### src/rtl/dram_read_master_if.sv
// AXI4 read-address and read-data channels between the DRAM read master and the interconnect.
interface dram_read_master_if #(
   parameter int unsigned DRAM_ADDR_WIDTH = 39,
   parameter int unsigned DRAM_DATA_WIDTH = 128
);
   logic [DRAM_ADDR_WIDTH-1:0] m_axi_araddr;
   logic [7:0]                 m_axi_arlen;
   logic [2:0]                 m_axi_arsize;
   logic [1:0]                 m_axi_arburst;
   logic                       m_axi_arvalid;
   logic                       m_axi_arready;
   logic [DRAM_DATA_WIDTH-1:0] m_axi_rdata;
   logic [1:0]                 m_axi_rresp;
   logic                       m_axi_rlast;
   logic                       m_axi_rvalid;
   logic                       m_axi_rready;

   modport master (
      output m_axi_araddr, m_axi_arlen, m_axi_arsize, m_axi_arburst, m_axi_arvalid, m_axi_rready,
      input  m_axi_arready, m_axi_rdata, m_axi_rresp, m_axi_rlast, m_axi_rvalid
   );

   modport slave (
      input  m_axi_araddr, m_axi_arlen, m_axi_arsize, m_axi_arburst, m_axi_arvalid, m_axi_rready,
      output m_axi_arready, m_axi_rdata, m_axi_rresp, m_axi_rlast, m_axi_rvalid
   );
endinterface

### src/rtl/dram_read_master.sv
// Turns a single DRAM read request into one or two AXI INCR bursts that never cross a 4 KB
// boundary, forwarding each returned beat one cycle after its R handshake.
module dram_read_master #(
   parameter int unsigned DRAM_ADDR_WIDTH = 39,
   parameter int unsigned DRAM_DATA_WIDTH = 128
) (
   input  logic                       m_axi_aclk,
   input  logic                       m_axi_reset,
   input  logic [DRAM_ADDR_WIDTH-1:0] dram_read_addr,
   input  logic [7:0]                 dram_read_len,
   input  logic                       dram_read_en,
   output logic [DRAM_DATA_WIDTH-1:0] dram_read_data,
   output logic                       dram_read_data_valid,
   output logic                       dram_read_busy,
   input  logic                       dram_buffer_full,
   output logic                       read_error,
   dram_read_master_if.master         axi
);

   typedef enum logic [1:0] {StIdle, StAddr, StData} state_e;

   state_e                     state_q, state_d;
   logic [DRAM_ADDR_WIDTH-1:0] araddr_q, araddr_d;
   logic [7:0]                 arlen_q, arlen_d;
   logic                       arvalid_q, arvalid_d;
   logic [8:0]                 remaining_q, remaining_d;
   logic [8:0]                 burst_left_q, burst_left_d;
   logic [DRAM_DATA_WIDTH-1:0] data_q, data_d;
   logic                       valid_q, valid_d;
   logic                       busy_q, busy_d;
   logic                       error_q, error_d;

   logic [DRAM_ADDR_WIDTH-1:0] start_addr, next_addr;
   logic [8:0]                 start_rem, start_beats, cur_beats, next_rem, next_beats;
   logic                       rready, r_hs;

   // Beats that fit before the next 4 KB boundary, capped by what is still owed.
   function automatic logic [8:0] burst_beats(input logic [7:0] line, input logic [8:0] rem);
      logic [8:0] room;
      room = 9'd256 - {1'b0, line};
      return (rem < room) ? rem : room;
   endfunction

   assign start_addr  = dram_read_addr & ~DRAM_ADDR_WIDTH'(15);
   assign start_rem   = {1'b0, dram_read_len} + 9'd1;
   assign start_beats = burst_beats(start_addr[11:4], start_rem);
   assign cur_beats   = {1'b0, arlen_q} + 9'd1;
   assign next_addr   = araddr_q + DRAM_ADDR_WIDTH'({cur_beats, 4'b0000});
   assign next_rem    = remaining_q - 9'd1;
   assign next_beats  = burst_beats(next_addr[11:4], next_rem);

   assign rready = (state_q == StData) && !dram_buffer_full;
   assign r_hs   = axi.m_axi_rvalid && rready;

   always_comb begin
      state_d      = state_q;
      araddr_d     = araddr_q;
      arlen_d      = arlen_q;
      arvalid_d    = arvalid_q;
      remaining_d  = remaining_q;
      burst_left_d = burst_left_q;
      data_d       = data_q;
      valid_d      = 1'b0;
      busy_d       = busy_q;
      error_d      = error_q;
      case (state_q)
         StIdle: begin
            if (dram_read_en) begin
               araddr_d     = start_addr;
               remaining_d  = start_rem;
               arlen_d      = 8'(start_beats - 9'd1);
               burst_left_d = start_beats;
               arvalid_d    = 1'b1;
               busy_d       = 1'b1;
               state_d      = StAddr;
            end
         end
         StAddr: begin
            if (axi.m_axi_arready) begin
               arvalid_d = 1'b0;
               state_d   = StData;
            end
         end
         StData: begin
            if (r_hs) begin
               data_d       = axi.m_axi_rdata;
               valid_d      = 1'b1;
               remaining_d  = next_rem;
               burst_left_d = burst_left_q - 9'd1;
               if (axi.m_axi_rresp != 2'b00) error_d = 1'b1;
               // The local beat count is authoritative; a misplaced rlast only flags an error.
               if (axi.m_axi_rlast != (burst_left_q == 9'd1)) error_d = 1'b1;
               if (burst_left_q == 9'd1) begin
                  if (next_rem != 9'd0) begin
                     araddr_d     = next_addr;
                     arlen_d      = 8'(next_beats - 9'd1);
                     burst_left_d = next_beats;
                     arvalid_d    = 1'b1;
                     state_d      = StAddr;
                  end else begin
                     busy_d  = 1'b0;
                     state_d = StIdle;
                  end
               end
            end
         end
         default: state_d = StIdle;
      endcase
   end

   always_ff @(posedge m_axi_aclk) begin
      if (m_axi_reset) begin
         state_q      <= StIdle;
         araddr_q     <= '0;
         arlen_q      <= '0;
         arvalid_q    <= 1'b0;
         remaining_q  <= '0;
         burst_left_q <= '0;
         data_q       <= '0;
         valid_q      <= 1'b0;
         busy_q       <= 1'b0;
         error_q      <= 1'b0;
      end else begin
         state_q      <= state_d;
         araddr_q     <= araddr_d;
         arlen_q      <= arlen_d;
         arvalid_q    <= arvalid_d;
         remaining_q  <= remaining_d;
         burst_left_q <= burst_left_d;
         data_q       <= data_d;
         valid_q      <= valid_d;
         busy_q       <= busy_d;
         error_q      <= error_d;
      end
   end

   assign axi.m_axi_araddr  = araddr_q;
   assign axi.m_axi_arlen   = arlen_q;
   assign axi.m_axi_arsize  = 3'($clog2(DRAM_DATA_WIDTH / 8));
   assign axi.m_axi_arburst = 2'b01;
   assign axi.m_axi_arvalid = arvalid_q;
   assign axi.m_axi_rready  = rready;

   assign dram_read_data       = data_q;
   assign dram_read_data_valid = valid_q;
   assign dram_read_busy       = busy_q;
   assign read_error           = error_q;

endmodule

### src/flat_wrapper.sv
// flat-port wrapper written by rule: the top's interface ports become plain ports
module dram_read_master_flat 
#(
   parameter int unsigned DRAM_ADDR_WIDTH = 39,
   parameter int unsigned DRAM_DATA_WIDTH = 128
)
  (m_axi_aclk, m_axi_reset, dram_read_addr, dram_read_len, dram_read_en, dram_read_data, dram_read_data_valid, dram_read_busy, dram_buffer_full, read_error, axi_m_axi_araddr, axi_m_axi_arlen, axi_m_axi_arsize, axi_m_axi_arburst, axi_m_axi_arvalid, axi_m_axi_rready, axi_m_axi_arready, axi_m_axi_rdata, axi_m_axi_rresp, axi_m_axi_rlast, axi_m_axi_rvalid);
  dram_read_master_if #(.DRAM_ADDR_WIDTH(DRAM_ADDR_WIDTH), .DRAM_DATA_WIDTH(DRAM_DATA_WIDTH)) axi_i ();
  input  logic m_axi_aclk;
  input  logic m_axi_reset;
  input  logic [DRAM_ADDR_WIDTH-1:0] dram_read_addr;
  input  logic [7:0] dram_read_len;
  input  logic dram_read_en;
  output logic [DRAM_DATA_WIDTH-1:0] dram_read_data;
  output logic dram_read_data_valid;
  output logic dram_read_busy;
  input  logic dram_buffer_full;
  output logic read_error;
  output wire logic [$bits(axi_i.m_axi_araddr)-1:0] axi_m_axi_araddr;
  output wire logic [$bits(axi_i.m_axi_arlen)-1:0] axi_m_axi_arlen;
  output wire logic [$bits(axi_i.m_axi_arsize)-1:0] axi_m_axi_arsize;
  output wire logic [$bits(axi_i.m_axi_arburst)-1:0] axi_m_axi_arburst;
  output wire logic [$bits(axi_i.m_axi_arvalid)-1:0] axi_m_axi_arvalid;
  output wire logic [$bits(axi_i.m_axi_rready)-1:0] axi_m_axi_rready;
  input wire logic [$bits(axi_i.m_axi_arready)-1:0] axi_m_axi_arready;
  input wire logic [$bits(axi_i.m_axi_rdata)-1:0] axi_m_axi_rdata;
  input wire logic [$bits(axi_i.m_axi_rresp)-1:0] axi_m_axi_rresp;
  input wire logic [$bits(axi_i.m_axi_rlast)-1:0] axi_m_axi_rlast;
  input wire logic [$bits(axi_i.m_axi_rvalid)-1:0] axi_m_axi_rvalid;
  assign axi_m_axi_araddr = axi_i.m_axi_araddr;
  assign axi_m_axi_arlen = axi_i.m_axi_arlen;
  assign axi_m_axi_arsize = axi_i.m_axi_arsize;
  assign axi_m_axi_arburst = axi_i.m_axi_arburst;
  assign axi_m_axi_arvalid = axi_i.m_axi_arvalid;
  assign axi_m_axi_rready = axi_i.m_axi_rready;
  assign axi_i.m_axi_arready = axi_m_axi_arready;
  assign axi_i.m_axi_rdata = axi_m_axi_rdata;
  assign axi_i.m_axi_rresp = axi_m_axi_rresp;
  assign axi_i.m_axi_rlast = axi_m_axi_rlast;
  assign axi_i.m_axi_rvalid = axi_m_axi_rvalid;
  dram_read_master #(.DRAM_ADDR_WIDTH(DRAM_ADDR_WIDTH), .DRAM_DATA_WIDTH(DRAM_DATA_WIDTH)) u_core (.m_axi_aclk(m_axi_aclk), .m_axi_reset(m_axi_reset), .dram_read_addr(dram_read_addr), .dram_read_len(dram_read_len), .dram_read_en(dram_read_en), .dram_read_data(dram_read_data), .dram_read_data_valid(dram_read_data_valid), .dram_read_busy(dram_read_busy), .dram_buffer_full(dram_buffer_full), .read_error(read_error), .axi(axi_i));
endmodule
### config.mk
export PLATFORM = sky130hd
export DESIGN_NAME = dram_read_master_flat
export DESIGN_NICKNAME = d
export VERILOG_FILES = /design/src/rtl/dram_read_master_if.sv /design/src/rtl/dram_read_master.sv /design/src/flat_wrapper.sv
export SDC_FILE = /design/constraint.sdc
export NUM_CORES = 1
export LEC_CHECK = 0
export ABC_CLOCK_PERIOD_IN_PS = 4700
export BUFFER_PORTS_ARGS = -buffer_cell sky130_fd_sc_hd__buf_2
export CORE_MARGIN = 5
export CORE_UTILIZATION = 40
export CTS_BUF_LIST = sky130_fd_sc_hd__clkbuf_16
export CTS_CLUSTER_DIAMETER = 120
export DETAILED_ROUTE_END_ITERATION = 16
export GPL_TIMING_DRIVEN = 1
export PLACE_DENSITY = 0.67
export SETUP_SLACK_MARGIN = 0.15
export SLEW_MARGIN = 20
export SYNTH_ARGS = -nofsm -noshare
export SYNTH_HDL_FRONTEND = slang
export SYNTH_SLANG_ARGS = --single-unit
### constraint.sdc
create_clock -name m_axi_aclk -period 4.7 [get_ports m_axi_aclk]
set_input_delay 0.235 -clock m_axi_aclk [delete_from_list [all_inputs] [get_ports m_axi_aclk]]
set_output_delay 0.235 -clock m_axi_aclk [all_outputs]
set_load 0.02 [all_outputs]
## Yosys cells after proc, flatten, opt, wreduce, memory -nomap -nowiden

Index checks and enable logic that the tools add are counted.

| word-level totals | value |
|---|---|
| bits in registers | 199 |
| input bits | 184 |
| word-level logic and storage cells | 88 |
| output and inout port bits | 185 |

| operators by class | value |
|---|---|
| add/subtract/negate cells | 9 |
| order comparisons | 2 |
| muxes and demuxes | 39 |
| bitwise operators | 1 |
| reduce and logical (&&, ||, !) cells | 17 |
| equality and inequality tests | 10 |

Operators with widths:

| kind | count |
|---|---|
| $mux W39 | 4 |
| $pmux W39 S2 | 1 |
| $mux W9 | 8 |
| $add A39 B13 Y39 | 1 |
| $pmux W9 S2 | 2 |
| $mux W8 | 4 |
| $add A8 B1 Y9 const B | 2 |
| $lt A9 B9 Y1 | 2 |
| $sub A9 B1 Y9 const B | 2 |
| $sub A9 B8 Y9 const A | 2 |
| $pmux W8 S2 | 1 |
| $sub A8 B1 Y8 const B | 2 |
| $mux W1 | 12 |
| $ne A2 B2 Y1 const B | 5 |
| $reduce_and A5 Y1 | 2 |
| $eq A9 B1 Y1 const B | 1 |
| $reduce_bool A9 Y1 | 1 |
| $mux W2 | 4 |
| $pmux W2 S3 | 1 |
| $reduce_and A3 Y1 | 2 |
| $reduce_and A6 Y1 | 1 |
| $reduce_bool A2 Y1 | 3 |
| $reduce_and A4 Y1 | 1 |
| $pmux W1 S3 | 1 |
| 12 further kinds | 13 |

## Logic depth before layout (Yosys ltp)

| logic depth | value |
|---|---|
| word-level depth | 10 |
| depth in mapped cells | 23 |
| mapped depth without buffers | 23 |

## Worst setup path after synthesis

OpenSTA, ideal clock, no wires.

| timing | value |
|---|---|
| path type | reg-to-reg |
| from | register u_core.arlen_q[0] (netlist: u_core.axi.m_axi_arlen[0]) |
| to | register u_core.arlen_q[4] (netlist: u_core.axi.m_axi_arlen[4]) |
| arrival | 4958 ps |
| library setup time | 118 ps |
| stages on the path, launching flop included | 21 |
| data required time | 4582 ps |
| period minus slack after synthesis | 5076 ps |
| path buffers | 0 |
| slack | -376 ps |
| cell sequence | dfxtp_1 -> ha_1 -> nand3_1 -> xnor2_1 -> ha_1 -> a21o_1 -> or4_4 -> a2111o_1 -> nand2b_1 -> or2_2 -> ha_1 -> nand2_1 -> o31ai_2 -> nor3_1 -> o31a_1 -> inv_1 -> ha_1 -> inv_1 -> nor3_2 -> xnor2_1 -> o21ai_1 |

| on the way | value |
|---|---|
| cells in the longest elaborated chain, start to end | 10 |

Ends and longest elaborated chain:

| element | line | source |
|---|---|---|
| start: declaration | dram_read_master.sv:24 | `logic [7:0] arlen_q, arlen_d;` |
| start signal: assignment | dram_read_master.sv:126 | `arlen_q <= arlen_d;` |
| $add A8 B1 Y9 * | dram_read_master.sv:47 | `assign cur_beats = {1'b0, arlen_q} + 9'd1;` |
| $add A39 B13 Y39 * | dram_read_master.sv:48 | `assign next_addr = araddr_q + DRAM_ADDR_WIDTH'({cur_beats, 4'b0000});` |
| $sub A9 B8 Y9 * | dram_read_master.sv:40 | `room = 9'd256 - {1'b0, line};` |
| $lt A9 B9 Y1 | dram_read_master.sv:41 | `return (rem < room) ? rem : room;` |
| $mux W9 * | dram_read_master.sv:41 |  |
| $sub A8 B1 Y8 * | dram_read_master.sv:96 | `arlen_d = 8'(next_beats - 9'd1);` |
| $mux W8 * | dram_read_master.sv:94 | `if (next_rem != 9'd0) begin` |
| $mux W8 * | dram_read_master.sv:93 | `if (burst_left_q == 9'd1) begin` |
| $mux W8 * | dram_read_master.sv:85 | `if (r_hs) begin` |
| $pmux W8 S2 * | dram_read_master.sv:66 | `case (state_q)` |

Mark *: on every way between the ends. The rest lies on a longest branch, timed or not. The select of a mux whose other input is x is not followed.
A chain may end at the register's enable or synchronous reset.

## Worst setup path in the final report

| timing | value |
|---|---|
| from | register u_core.arlen_q[1] (netlist: u_core.axi.m_axi_arlen[1]) |
| to | register u_core.arlen_q[4] (netlist: u_core.axi.m_axi_arlen[4]) |

The elaborated chain is that of the path after synthesis.

==> run metrics <==
Die Area=27,800 um2; most frequent CP cell=ha_4; Final Hold Fails=0; Commonest cells post-synth=nand2_1, dfxtp_1, a21oi_1, nor2_1, clkbuf_1; fillers=2,356; Num CTS Buffers=17; Placer Congestion=0.862; row count=57; CP Capture Type=flop; clock buffer depth=2; clk_skew=13.5 ps; Max FO, Critical Path=6; minimum clock period after layout=4600 ps; post-synthesis average cell area=7.55 um2; Top FF cell, synth=dfxtp_1; synth-to-layout area growth=33.2%; IO buf count=355; Top Ports=369; CP startpoint kind=flop; leak pwr=5.69 nW; WHS=17.8 ps; slowest CP cell=or4_4; H-tree levels=4; power per cell area=390 nW/um2; Clock Latency Late Sink=440 ps; CTS tree=built; ys async rst share=0; CP required=5030 ps; WL/cell=17.1 um; largest net degree at the start of global routing=109; CP top delay family=simple AND/OR/NAND/NOR gates; synth top area cells=dfxtp_1, nand2_1, a21oi_1; DRC marker count from the first detailed-route iteration=823; Synth Warn #=0; first-pass GRT wire length=52,700 um; top-area cell type share of the netlist area=0.397; Slew HR=0.322; final setup violation count=0; Achievable Freq=0.217 GHz; FF-to-FF setup slack=100 ps; routed wire length=33,800 um; CP bufs+invs=2; Die X=167 um; core region area=24,200 um2; remaining global-route overflow=0; leading area contributor after synthesis=dfxtp_1; Setup CP Type=flop to flop; part of the Yosys area used for sequential elements=0.397; number of global-route vias before repair=9,639; layout cells sized above 1=0.306; Initial Util=0.405; via count=10,300; Die H=167 um; Seq cells post-synth=195; worst-path cell chain=ha_4, nand3_4, xnor2_4, ha_4, a21o_1, or4_4, a2111o_1, nand2b_4, or2_4, ha_4, nand2_8, a211oi_4, mux2_4, nor3_2, o31a_1, inv_1, ha_2, inv_2, nor3_2, xnor2_1, o21ai_1; antenna violations before repair=4; max-slew violations=0; post-synthesis cell area=9830 um2; nets=1,860; clock root buffer=clkbuf_16; worst-margin pin slew=1020 ps; cell count after synthesis=1,302; drt pass-1 iters=5; Arr. time, crit path=4930 ps; Hold/Removal Path Class=input pin to flop; DRC viols=0; Max VDD drop=0.239 mV; DPL Wire Length=24,400 um; Period Utilization, post-route=0.979; Sink Count=195; Yosys cell types=80; most common cell in the synthesized netlist=nand2_1; Worst-path clk slew=90 ps; All-Layer GR Usage=0.229; run status=completed; antenna viol nets, final=0; # Max-Cap Violations=0; EDFF count, synth=0; via/cell ratio=5.21; setup ws final=101 ps; max incr delay on CP=500 ps; RSZ-0062 raised after global routing=true; DP Worst Slack=-147 ps
==> cell families (layout without fill, tap and decap cells) <==
kind of cell	count (synthesis)	count (layout)	synth area share
XOR/XNOR	46	46	0.0424
multiplexers	6	6	0.00713
AO/OA/AOI/OAI	354	354	0.222
flip-flops	195	195	0.397
buffers and inverters	131	477	0.0538
adder cells (fa/ha/maj)	34	34	0.0440
AND/OR/NAND/NOR	534	534	0.233
other	2	10	0.000764
==> registers in the layout (all words and copies together), names as in the netlist <==
| register | count |
|---|---|
| u_core.axi.m_axi_araddr | 35 |
| u_core.state_q | 2 |
| u_core.axi.m_axi_arlen | 8 |
| u_core.dram_read_data | 128 |
| u_core.axi.m_axi_arvalid | 1 |
| u_core.read_error | 1 |
| u_core.remaining_q | 9 |
| u_core.dram_read_data_valid | 1 |
| u_core.burst_left_q | 9 |
| u_core.dram_read_busy | 1 |
==> per-stage QoR <==
step	cell area [um2]	util	power, W	TNS [ps]	cells
after global placement	12000	0.497	0.00328	0	1931
after detailed placement	12000	0.497	0.00330	-531	1931
after floorplan	9960	-	0.00281	0	1309
after CTS	13000	0.534	0.00502	0	1975
after global routing	13100	0.540	0.00536	-236	1979
final	13100	0.540	0.00510	0	1980
==> worst reg2reg max path, stage by stage (launching register included) <==
cell and delay [ps]:
dfxtp_4 380, ha_4 150, nand3_4 110, xnor2_4 170
ha_4 240, a21o_1 190, or4_4 500, a2111o_1 460
nand2b_4 160, or2_4 250, ha_4 310, nand2_8 70
a211oi_4 210, mux2_4 250, nor3_2 60, o31a_1 290
inv_1 70, ha_2 170, inv_2 50, nor3_2 180
xnor2_1 140, o21ai_1 70
==> path summary, 6_finish.rpt <==
kind / from / to / cells past startpoint
setup / recovery: u_core.axi.m_axi_arlen[1]$_SDFFE_PP0P_ / u_core.axi.m_axi_arlen[4]$_SDFFE_PP0P_ / 21
hold reg to reg: u_core.dram_read_data[29]$_SDFFE_PP0P_ / u_core.dram_read_data[29]$_SDFFE_PP0P_ / 2
setup reg to reg: u_core.axi.m_axi_arlen[1]$_SDFFE_PP0P_ / u_core.axi.m_axi_arlen[4]$_SDFFE_PP0P_ / 21
hold / removal: axi_m_axi_rdata[31] / u_core.dram_read_data[31]$_SDFFE_PP0P_ / 3
==> routing by layer <==
metal	global-route usage	vias to the layer above	wire length, um
met5	0	-	28
li1	-	5137	-
met2	0.383	390	16200
met4	0.0598	6	686
met3	0.0683	42	2570
met1	0.292	4748	14300
==> report_power, final <==
part / total [W] / switching (W) / internal (W)
combinational: 0.00173 / 0.000986 / 0.000739
clock: 0.00156 / 0.000781 / 0.000781
sequential: 0.00181 / 0.0000829 / 0.00173
==> repair_timing <==
item / in CTS / in global routing
gates resized for setup: 29 / 18
hold buffers: 0 / 0
pin swaps: 21 / 10
buffers inserted: 12 / 4
setup endpoints to repair: 14 / 11
==> cell type report <==
type | instances | area (um2) | area share
Antenna cell | 1 | 2.50 | 0.000191
Clock buffer | 17 | 425 | 0.0325
Clock inverter | 15 | 205 | 0.0157
Inverter | 40 | 150 | 0.0115
Multi-Input combinational cell | 983 | 5820 | 0.445
Sequential cell | 195 | 3920 | 0.299
Tap cell | 324 | 405 | 0.0310
Timing Repair Buffer | 405 | 2170 | 0.165
==> placed cells by master (no fill, tap or decap), drive strengths merged, types with 10 or more instances in the layout <==
cell    synthesis  final
buf            14    405
nand2         345    345
dfxtp         195    195
a21oi         186    186
nor2           81     81
inv            40     47
o21ai          45     45
ha             33     33
a211oi         32     32
xnor2          30     30
nand3          23     23
nor3           21     21
clkbuf         77     17
xor2           15     15
and3           12     12
a311oi         11     11
and2           11     11
nand4          10     10
o31ai          10     10
(Power assumes the default switching activity.)
